===== src/rtl/mc_ctrl_pkg.sv =====
// Shared encodings for the multicycle MIPS main controller: opcodes, FSM states, mux codes, control word.
// Optional feature: MC_BNE_EN adds the BNEEX state for bne support.
package mc_ctrl_pkg;

  localparam logic [5:0] OP_RTYPE = 6'b000000;
  localparam logic [5:0] OP_LW    = 6'b100011;
  localparam logic [5:0] OP_SW    = 6'b101011;
  localparam logic [5:0] OP_BEQ   = 6'b000100;
  localparam logic [5:0] OP_BNE   = 6'b000101;
  localparam logic [5:0] OP_ADDI  = 6'b001000;
  localparam logic [5:0] OP_J     = 6'b000010;

  localparam logic [1:0] ALUOP_ADD   = 2'b00;
  localparam logic [1:0] ALUOP_SUB   = 2'b01;
  localparam logic [1:0] ALUOP_FUNCT = 2'b10;

  localparam logic [1:0] SRCB_B     = 2'b00;
  localparam logic [1:0] SRCB_FOUR  = 2'b01;
  localparam logic [1:0] SRCB_IMM   = 2'b10;
  localparam logic [1:0] SRCB_IMMSH = 2'b11;

  localparam logic [1:0] PCSRC_ALU    = 2'b00;
  localparam logic [1:0] PCSRC_ALUOUT = 2'b01;
  localparam logic [1:0] PCSRC_JUMP   = 2'b10;

  typedef enum logic [3:0] {
    S_IDLE    = 4'd0,
    S_FETCH   = 4'd1,
    S_DECODE  = 4'd2,
    S_MEMADR  = 4'd3,
    S_MEMRD   = 4'd4,
    S_MEMWB   = 4'd5,
    S_MEMWR   = 4'd6,
    S_RTYPEEX = 4'd7,
    S_RTYPEWB = 4'd8,
    S_BEQEX   = 4'd9,
    S_ADDIEX  = 4'd10,
    S_ADDIWB  = 4'd11,
    S_JEX     = 4'd12
`ifdef MC_BNE_EN
    ,S_BNEEX  = 4'd13
`endif
  } state_t;

  // pcwrite/irwrite in FETCH are qualified by mem_ready (ready_gate); branches are qualified by zero.
  typedef struct packed {
    logic       mem_req;
    logic       memwrite;
    logic       irwrite;
    logic       iord;
    logic       regwrite;
    logic       regdst;
    logic       memtoreg;
    logic       alusrca;
    logic [1:0] alusrcb;
    logic [1:0] aluop;
    logic [1:0] pcsrc;
    logic       pcwrite;
    logic       ready_gate;
    logic       branch;
    logic       branch_inv;
  } ctrl_t;

  // States whose exit to FETCH completes (retires) an instruction.
  function automatic logic retires(input state_t s);
    case (s)
      S_MEMWB, S_MEMWR, S_RTYPEWB, S_BEQEX, S_ADDIWB, S_JEX: retires = 1'b1;
`ifdef MC_BNE_EN
      S_BNEEX: retires = 1'b1;
`endif
      default: retires = 1'b0;
    endcase
  endfunction

endpackage


===== src/rtl/mc_main_ctrl_if.sv =====
// Controller <-> datapath/memory signal bundle for the multicycle MIPS main controller.
// master: the controller; slave: the datapath side that supplies op/zero/mem_ready.
interface mc_main_ctrl_if #(parameter int CNT_W = 32);

  logic [5:0]       op;
  logic             zero;
  logic             mem_ready;
  logic             mem_req;
  logic             memwrite;
  logic             irwrite;
  logic             iord;
  logic             regwrite;
  logic             regdst;
  logic             memtoreg;
  logic             alusrca;
  logic [1:0]       alusrcb;
  logic [1:0]       aluop;
  logic [1:0]       pcsrc;
  logic             pcen;
  logic             illegal;
  logic [CNT_W-1:0] instr_cnt;

  modport master (
    input  op, zero, mem_ready,
    output mem_req, memwrite, irwrite, iord, regwrite, regdst, memtoreg,
           alusrca, alusrcb, aluop, pcsrc, pcen, illegal, instr_cnt
  );

  modport slave (
    output op, zero, mem_ready,
    input  mem_req, memwrite, irwrite, iord, regwrite, regdst, memtoreg,
           alusrca, alusrcb, aluop, pcsrc, pcen, illegal, instr_cnt
  );

endinterface


===== src/rtl/mc_ctrl_outdec.sv =====
// Purely combinational Moore decode of controller state into the raw control word.
// Optional feature: MC_BNE_EN decodes BNEEX like BEQEX with an inverted branch condition.
module mc_ctrl_outdec
  import mc_ctrl_pkg::*;
(
  input  state_t state,
  output ctrl_t  cw
);

  always_comb begin
    cw = '0;
    case (state)
      S_FETCH: begin
        cw.mem_req    = 1'b1;
        cw.irwrite    = 1'b1;
        cw.alusrcb    = SRCB_FOUR;
        cw.aluop      = ALUOP_ADD;
        cw.pcsrc      = PCSRC_ALU;
        cw.pcwrite    = 1'b1;
        cw.ready_gate = 1'b1;
      end
      S_DECODE: begin
        cw.alusrcb = SRCB_IMMSH;
        cw.aluop   = ALUOP_ADD;
      end
      S_MEMADR, S_ADDIEX: begin
        cw.alusrca = 1'b1;
        cw.alusrcb = SRCB_IMM;
        cw.aluop   = ALUOP_ADD;
      end
      S_MEMRD: begin
        cw.mem_req = 1'b1;
        cw.iord    = 1'b1;
      end
      S_MEMWB: begin
        cw.regwrite = 1'b1;
        cw.memtoreg = 1'b1;
      end
      S_MEMWR: begin
        cw.mem_req  = 1'b1;
        cw.iord     = 1'b1;
        cw.memwrite = 1'b1;
      end
      S_RTYPEEX: begin
        cw.alusrca = 1'b1;
        cw.alusrcb = SRCB_B;
        cw.aluop   = ALUOP_FUNCT;
      end
      S_RTYPEWB: begin
        cw.regwrite = 1'b1;
        cw.regdst   = 1'b1;
      end
      S_BEQEX: begin
        cw.alusrca = 1'b1;
        cw.alusrcb = SRCB_B;
        cw.aluop   = ALUOP_SUB;
        cw.pcsrc   = PCSRC_ALUOUT;
        cw.branch  = 1'b1;
      end
`ifdef MC_BNE_EN
      S_BNEEX: begin
        cw.alusrca    = 1'b1;
        cw.alusrcb    = SRCB_B;
        cw.aluop      = ALUOP_SUB;
        cw.pcsrc      = PCSRC_ALUOUT;
        cw.branch     = 1'b1;
        cw.branch_inv = 1'b1;
      end
`endif
      S_ADDIWB: begin
        cw.regwrite = 1'b1;
      end
      S_JEX: begin
        cw.pcsrc   = PCSRC_JUMP;
        cw.pcwrite = 1'b1;
      end
      default: cw = '0;
    endcase
  end

endmodule


===== src/rtl/mc_main_ctrl.sv =====
// Main control FSM of the multicycle MIPS core: state register, next-state, pcen gating, illegal flag, retire counter.
// Optional feature: define MC_BNE_EN to support bne (op 000101); otherwise bne is reported illegal.
module mc_main_ctrl
  import mc_ctrl_pkg::*;
#(
  parameter int CNT_W = 32
) (
  input  logic           clk,
  input  logic           rst_n,
  mc_main_ctrl_if.master bus
);

  state_t           state_q, state_d;
  logic             illegal_q, illegal_d;
  logic [CNT_W-1:0] cnt_q;
  logic             retire;
  ctrl_t            cw;

  always_ff @(posedge clk or negedge rst_n) begin
    if (!rst_n) begin
      state_q   <= S_IDLE;
      illegal_q <= 1'b0;
      cnt_q     <= '0;
    end else begin
      state_q   <= state_d;
      illegal_q <= illegal_d;
      if (retire) cnt_q <= cnt_q + CNT_W'(1);
    end
  end

  // op is only consulted in DECODE and MEMADR; memory states hold until mem_ready.
  always_comb begin
    state_d   = state_q;
    illegal_d = 1'b0;
    case (state_q)
      S_IDLE:  state_d = S_FETCH;
      S_FETCH: if (bus.mem_ready) state_d = S_DECODE;
      S_DECODE: begin
        case (bus.op)
          OP_LW, OP_SW: state_d = S_MEMADR;
          OP_RTYPE:     state_d = S_RTYPEEX;
          OP_BEQ:       state_d = S_BEQEX;
`ifdef MC_BNE_EN
          OP_BNE:       state_d = S_BNEEX;
`endif
          OP_ADDI:      state_d = S_ADDIEX;
          OP_J:         state_d = S_JEX;
          default: begin
            state_d   = S_FETCH;
            illegal_d = 1'b1;
          end
        endcase
      end
      S_MEMADR: begin
        case (bus.op)
          OP_LW:   state_d = S_MEMRD;
          OP_SW:   state_d = S_MEMWR;
          default: state_d = S_FETCH;
        endcase
      end
      S_MEMRD:   if (bus.mem_ready) state_d = S_MEMWB;
      S_MEMWB:   state_d = S_FETCH;
      S_MEMWR:   if (bus.mem_ready) state_d = S_FETCH;
      S_RTYPEEX: state_d = S_RTYPEWB;
      S_RTYPEWB: state_d = S_FETCH;
      S_BEQEX:   state_d = S_FETCH;
`ifdef MC_BNE_EN
      S_BNEEX:   state_d = S_FETCH;
`endif
      S_ADDIEX:  state_d = S_ADDIWB;
      S_ADDIWB:  state_d = S_FETCH;
      S_JEX:     state_d = S_FETCH;
      default:   state_d = S_IDLE;
    endcase
  end

  assign retire = retires(state_q) && (state_d == S_FETCH);

  mc_ctrl_outdec u_outdec (
    .state (state_q),
    .cw    (cw)
  );

  assign bus.mem_req   = cw.mem_req;
  assign bus.memwrite  = cw.memwrite;
  assign bus.irwrite   = cw.irwrite & bus.mem_ready;
  assign bus.iord      = cw.iord;
  assign bus.regwrite  = cw.regwrite;
  assign bus.regdst    = cw.regdst;
  assign bus.memtoreg  = cw.memtoreg;
  assign bus.alusrca   = cw.alusrca;
  assign bus.alusrcb   = cw.alusrcb;
  assign bus.aluop     = cw.aluop;
  assign bus.pcsrc     = cw.pcsrc;
  // zero is used combinationally so the branch resolves in the same cycle as the compare.
  assign bus.pcen      = (cw.pcwrite & (bus.mem_ready | ~cw.ready_gate))
                       | (cw.branch & (bus.zero ^ cw.branch_inv));
  assign bus.illegal   = illegal_q;
  assign bus.instr_cnt = cnt_q;

endmodule


===== src/flat_wrapper.sv =====
// flat-port wrapper written by rule: the top's interface ports become plain ports
module mc_main_ctrl_flat import mc_ctrl_pkg::*;
#(
  parameter int CNT_W = 32
)
  (clk, rst_n, bus_op, bus_zero, bus_mem_ready, bus_mem_req, bus_memwrite, bus_irwrite, bus_iord, bus_regwrite, bus_regdst, bus_memtoreg, bus_alusrca, bus_alusrcb, bus_aluop, bus_pcsrc, bus_pcen, bus_illegal, bus_instr_cnt);
  mc_main_ctrl_if #(.CNT_W(CNT_W)) bus_i ();
  input  logic clk;
  input  logic rst_n;
  input wire logic [$bits(bus_i.op)-1:0] bus_op;
  input wire logic [$bits(bus_i.zero)-1:0] bus_zero;
  input wire logic [$bits(bus_i.mem_ready)-1:0] bus_mem_ready;
  output wire logic [$bits(bus_i.mem_req)-1:0] bus_mem_req;
  output wire logic [$bits(bus_i.memwrite)-1:0] bus_memwrite;
  output wire logic [$bits(bus_i.irwrite)-1:0] bus_irwrite;
  output wire logic [$bits(bus_i.iord)-1:0] bus_iord;
  output wire logic [$bits(bus_i.regwrite)-1:0] bus_regwrite;
  output wire logic [$bits(bus_i.regdst)-1:0] bus_regdst;
  output wire logic [$bits(bus_i.memtoreg)-1:0] bus_memtoreg;
  output wire logic [$bits(bus_i.alusrca)-1:0] bus_alusrca;
  output wire logic [$bits(bus_i.alusrcb)-1:0] bus_alusrcb;
  output wire logic [$bits(bus_i.aluop)-1:0] bus_aluop;
  output wire logic [$bits(bus_i.pcsrc)-1:0] bus_pcsrc;
  output wire logic [$bits(bus_i.pcen)-1:0] bus_pcen;
  output wire logic [$bits(bus_i.illegal)-1:0] bus_illegal;
  output wire logic [$bits(bus_i.instr_cnt)-1:0] bus_instr_cnt;
  assign bus_i.op = bus_op;
  assign bus_i.zero = bus_zero;
  assign bus_i.mem_ready = bus_mem_ready;
  assign bus_mem_req = bus_i.mem_req;
  assign bus_memwrite = bus_i.memwrite;
  assign bus_irwrite = bus_i.irwrite;
  assign bus_iord = bus_i.iord;
  assign bus_regwrite = bus_i.regwrite;
  assign bus_regdst = bus_i.regdst;
  assign bus_memtoreg = bus_i.memtoreg;
  assign bus_alusrca = bus_i.alusrca;
  assign bus_alusrcb = bus_i.alusrcb;
  assign bus_aluop = bus_i.aluop;
  assign bus_pcsrc = bus_i.pcsrc;
  assign bus_pcen = bus_i.pcen;
  assign bus_illegal = bus_i.illegal;
  assign bus_instr_cnt = bus_i.instr_cnt;
  mc_main_ctrl #(.CNT_W(CNT_W)) u_core (.clk(clk), .rst_n(rst_n), .bus(bus_i));
endmodule

===== config.mk =====
export PLATFORM = sky130hd
export DESIGN_NAME = mc_main_ctrl_flat
export DESIGN_NICKNAME = d
export VERILOG_FILES = /design/src/rtl/mc_ctrl_pkg.sv /design/src/rtl/mc_main_ctrl_if.sv /design/src/rtl/mc_ctrl_outdec.sv /design/src/rtl/mc_main_ctrl.sv /design/src/flat_wrapper.sv
export SDC_FILE = /design/constraint.sdc
export NUM_CORES = 1
export LEC_CHECK = 0
export CORE_MARGIN = 2
export CORE_UTILIZATION = 33
export DETAILED_ROUTE_END_ITERATION = 8
export GPL_TIMING_DRIVEN = 0
export PLACE_DENSITY_LB_ADDON = 0.08
export REMOVE_ABC_BUFFERS = 1
export SLEW_MARGIN = 15
export SYNTH_ARGS = -nofsm -noshare
export SYNTH_HDL_FRONTEND = slang
export SYNTH_HIERARCHICAL = 1
export SYNTH_SLANG_ARGS = --single-unit

===== constraint.sdc =====
create_clock -name clk -period 2.9 [get_ports clk]
set_clock_uncertainty 0.1 [all_clocks]
set_input_delay 0.29 -clock clk [delete_from_list [all_inputs] [get_ports clk]]
set_output_delay 0.29 -clock clk [all_outputs]
set_load 0.05 [all_outputs]

# Word level (Yosys, flattened, before mapping)
# Index checks and enable logic that the tools add are counted.
dict set report totals {
  reg_bits 37
  out_inout_bits 48
  elab_cells 62
  input_bits 10
}
dict set report classes {
  add_sub_neg 1
  reduce_logical 13
  muxes 21
  bitwise_logic 6
  eq_ne 18
}
# op n
set ops {}
lappend ops {{4-bit case mux with 5 select lines} 2}
lappend ops {{32-bit by 1-bit adder with 32-bit output, second input constant} 1}
lappend ops {{4-bit case mux with 8 select lines} 1}
lappend ops {{4-bit == test, second input constant} 5}
lappend ops {{6-bit OR reduction} 3}
lappend ops {{4-bit by 3-bit == test with 1-bit output, second input constant} 4}
lappend ops {{1-bit 2-to-1 mux} 13}
lappend ops {{6-bit == test, second input constant} 2}
lappend ops {{4-bit 2-to-1 mux} 3}
lappend ops {{4-bit by 1-bit == test with 1-bit output, second input constant} 2}
lappend ops {{4-bit by 2-bit == test with 1-bit output, second input constant} 2}
lappend ops {{2-bit OR reduction} 4}
lappend ops {{6-bit by 2-bit == test with 1-bit output, second input constant} 1}
lappend ops {{6-bit by 3-bit == test with 1-bit output, second input constant} 1}
lappend ops {{6-bit by 4-bit == test with 1-bit output, second input constant} 1}
lappend ops {{6-bit logical NOT} 1}
lappend ops {{3-bit case mux with 2 select lines} 1}
lappend ops {{3-bit OR reduction} 2}
lappend ops {{4-bit logical NOT} 1}
lappend ops {{2-bit case mux with 2 select lines} 1}
lappend ops {{4-bit OR reduction} 1}
lappend ops {{1-bit bitwise AND} 3}
lappend ops {{1-bit bitwise OR} 2}
lappend ops {{1-bit logical AND} 1}
lappend ops {{1-bit inverter} 1}

# Longest topological paths before layout
dict set report logic_depth {
  ltp_word 6
  depth_mapped 7
  depth_no_buf 5
}

# By module
# Netlist, hierarchy kept.
# mod cells_each area_each_um2 instances seq_area_each_um2
set by_module_without_submodules {}
lappend by_module_without_submodules {mc_main_ctrl 194 2092.0 1 925.9}
lappend by_module_without_submodules {mc_ctrl_outdec 35 205.2 1 0.0}

# Least setup slack after synthesis
# OpenSTA, ideal clock, no wires.
dict set report synth_timing {
  path_type {flip-flop to output port}
  start {register u_core.state_q[2]}
  end {output port bus_regdst}
  required_ns 2.510
  t_arrival_ns 1.846
  path_slack_ns 0.664
  path_stages_with_launch 4
  n_path_buf 1
  path_cell_list {dfrtp_1 buf_6 nand2b_1 nor3_1}
}
dict set report synth_via {
  elab_chain_cells 2
}
# item line
set synth_lines {}
lappend synth_lines {{from (decl)} mc_main_ctrl.sv:13} ;# state_t state_q, state_d;
lappend synth_lines {{from (signal assigned)} mc_main_ctrl.sv:25} ;# state_q <= state_d;
lappend synth_lines {{4-bit == test} mc_ctrl_outdec.sv:12} ;# case (state)
lappend synth_lines {{1-bit 2-to-1 mux} mc_ctrl_outdec.sv:12}
lappend synth_lines {{to (decl)} flat_wrapper.sv:18} ;# output wire logic [$bits(bus_i.regdst)-1:0] bus_regdst;
# No other way between the ends.

# Worst setup path in the final report
dict set report layout_timing {
  start {register u_core.state_q[2]}
  end {output port bus_mem_req}
}
dict set report layout_via {
  elab_chain_cells 3
  word_cells_on_any_way 5
  classes_between {eq/ne: 3; mux: 1; reduce/logical: 1}
}
# item line
set layout_lines {}
lappend layout_lines {{4-bit by 1-bit == test with 1-bit output or 4-bit by 3-bit == test with 1-bit output (tied branches)} mc_ctrl_outdec.sv:12}
lappend layout_lines {{3-bit OR reduction (no source line) *} --}
lappend layout_lines {{1-bit 2-to-1 mux *} mc_ctrl_outdec.sv:12}
lappend layout_lines {{to (decl)} flat_wrapper.sv:13} ;# output wire logic [$bits(bus_i.mem_req)-1:0] bus_mem_req;
# Mark *: on every way between the ends. The rest lies on a longest branch, timed or not.

==> flow_summary.ini <==
[clocking]
cts.reportedPaths.clkPinSlew_ps = 70
cts_tree = done
clockBufferDepth = 2
clkLatencyLatePin_ps = 280
cts-htree-levels = 2
cts_sinks = 37
cts_made_buffers = 5
cts_root_buf = clkbuf_8

[yosys]
avgSynthCellArea_sq_um = 10.0
synthArstFlopShare = 1.00
synth_top_area_cell = dfrtp_1
synth_top_area_share = 0.403
yosysMostFrequentCell = dfrtp_1
synth_warnings = 6
synth_common_cells = 37 x dfrtp_1, 22 x xor2_1, 15 x nand2_1, 15 x nand3_1, 15 x xnor2_1
yosysSeqAreaShare = 0.403
synth_area_leaders = dfrtp_1 40%, xor2_1 8.4%, xnor2_1 5.7%
synth_edf_count = 0
synth_area_sq_um = 2300
postSynthCellCount = 229
yosys_register_bits = 37
synth_cell_types = 49
synth_ff_type = dfrtp_1

[grt]
grt_remaining_overflow = 0
grt_usage = 0.144
antenna_found_initial = 0
grt_pass1_wl_mm = 8.77
grt_max_degree = 26
grt_pass1_vias = 1814

[power]
power_leakage_nw = 1.21
combPwrFrac = 0.459
ir_worst_vdd_v = 0.000420
internal_power_mw = 1.06
power.switching_uw = 911
p_clk_frac = 0.169
seq_power_share = 0.372
p_per_area_nw_per_um2 = 657
swShare = 0.463

[setup_path]
cp.arrival_ps = 2290
cp_slowest_cell = clkdlybuf4s50_1
criticalPathCategory = flop to output pin
end_kind = output pin
critPathLaunchType = flop
crit_fanout = 19
max_stage_delay_ps = 820
required_ps = 2510
crit_chain = or3b_1, a21oi_1, clkdlybuf4s50_1

[die]
die-area_sq_um = 7640
rows = 30
initial_core_util = 0.340
die-width_um = 87.4
io_pins = 58
core-area_sq_um = 6760
die_h_um = 87.4

[detailed_routing]
via_per_inst = 5.22
wirelength_mm = 5.20
drtIter0Drc = 46
ant_nets = 0
vias = 1888
first_pass_iters = 4
wire_per_inst_um = 14.4
drc = 0

[cells_and_area]
final_nets = 294
num_antenna_cells = 0
fillCellCount = 666
fin_cells = 362
multiInputGateArea_sq_um = 1270
drive_gt1_frac = 0.113
area_growth_pct = 30.4
regArea_sq_um = 930

[timing]
maxSlewViolCount = 0
maxSlewHeadroom = 0.468
fin_crit_ps = 2680
tns_ps = 0
hold_viol = 0
min_period_over_period = 0.924
rsz0062_at_grt = false
worst_pin_slew_ps = 794
fmax_ghz = 0.373
setup_viol = 0

[min_path]
hold_class = primary input to asynchronous set/reset pin

[outcome]
outcome = finished, final reports clean

[placement]
portBuffers = 57
globalplace.congestion = 0.681
dp_hpwl_mm = 3.61
place_inst = 355

[job]
drv_cap = 0
## area by class of cell
type	instances	share of cell area
timing repair buffer	59	0.200
tap	80	0.0334
inverter	6	0.00752
clock buffer	5	0.0230
sequential	37	0.310
clock inverter	1	0.00167
multi-input combinational	174	0.425
## worst paths after layout
| path | startpoint | cells past startpoint | end | slack [ps] |
|---|---|---|---|---|
| worst max register to register | u_core/state_q[2] | 5 | u_core/bus.instr_cnt[8] | 470 |
| worst min register to register | u_core/bus.instr_cnt[31] | 1 | u_core/bus.instr_cnt[31] | 360 |
| max in group asynchronous | rst_n | 3 | u_core/bus.instr_cnt[10] | 1930 |
| min in group clk | u_core/bus.instr_cnt[31] | 1 | u_core/bus.instr_cnt[31] | 360 |
| worst max-delay path | u_core/state_q[2] | 3 | bus_mem_req | 220 |
| worst min-delay path | rst_n | 2 | u_core/bus.instr_cnt[27] | 330 |
## layout by cell type, fill, tap and decap left out, types with 7 or more instances in the layout
cell type        synthesis  final
nand3_1                 15     15
nand2_1                 15     15
xnor2_1                 15     15
dfrtp_1                 37     34
nor3_2                   8      8
nand2b_1                 7      7
nor2_1                  13     13
xor2_1                  22     22
and3_1                   8      8
clkdlybuf4s50_1          0     55
## state kept, by name (all words and copies together) (netlist names)
signal                count
u_core/bus.illegal        1
u_core/bus.instr_cnt     32
u_core/state_q            4
## cells by family (layout without fill, tap and decap cells)
logic type,Yosys count,in the layout,synth area share
and+or+nand+nor,108,108,0.309
xor gates and xnor gates,37,37,0.141
DFF,37,37,0.403
AOI/OAI and AO/OA,25,25,0.0855
buffers and inverters,18,71,0.0447
muxes,2,2,0.00926
adders and majority gates,1,1,0.00545
other,1,1,0.00163
## worst max-delay path: cells and delay by family, from the launching register on
family / cells / cell delay [ps]
buffers and inverters: 1 / 820
DFF: 1 / 600
and+or+nand+nor: 1 / 450
AOI/OAI and AO/OA: 1 / 140
## routing by layer
layer | GRT usage | vias to the layer above | wire [um]
li1 | - | 914 | -
met1 | 0.202 | 920 | 2580
met2 | 0.220 | 52 | 2320
met3 | 0.0360 | 2 | 279
met4 | 0.0420 | 0 | 30
met5 | 0 | - | 0
## what timing repair did
item,4_1_cts,5_1_grt
hold buffers,1,0
setup buffers,0,0
gates resized for setup,1,3
hold endpoints to repair,12,0
endpoints found under the setup margin,3,2
## power by group through the flow
stage          Clock, mW  Sequential, mW  Combinational [mW]
2_1_floorplan          0           0.879               0.452
3_3_place_gp           0           0.737               0.902
3_5_place_dp           0           0.739               0.905
4_1_cts            0.351           0.733               0.912
5_1_grt            0.372           0.752               0.964
6_report           0.333           0.732               0.903
## through the flow
step           total power [mW]  worst slack (ps)  utilization  hold slack [ps]  cell area, sq um
6_report                   1.97               220        0.444              327              3000
5_1_grt                    2.09              55.6        0.444              359              3000
4_1_cts                    2.00              13.9        0.442              330              2990
3_5_place_dp               1.64             -11.4        0.430              107              2900
3_3_place_gp               1.64              36.3        0.427              356              2890
2_1_floorplan              1.33               403            -             -106              2220
No activity file was read; power rests on OpenSTA's default activity.
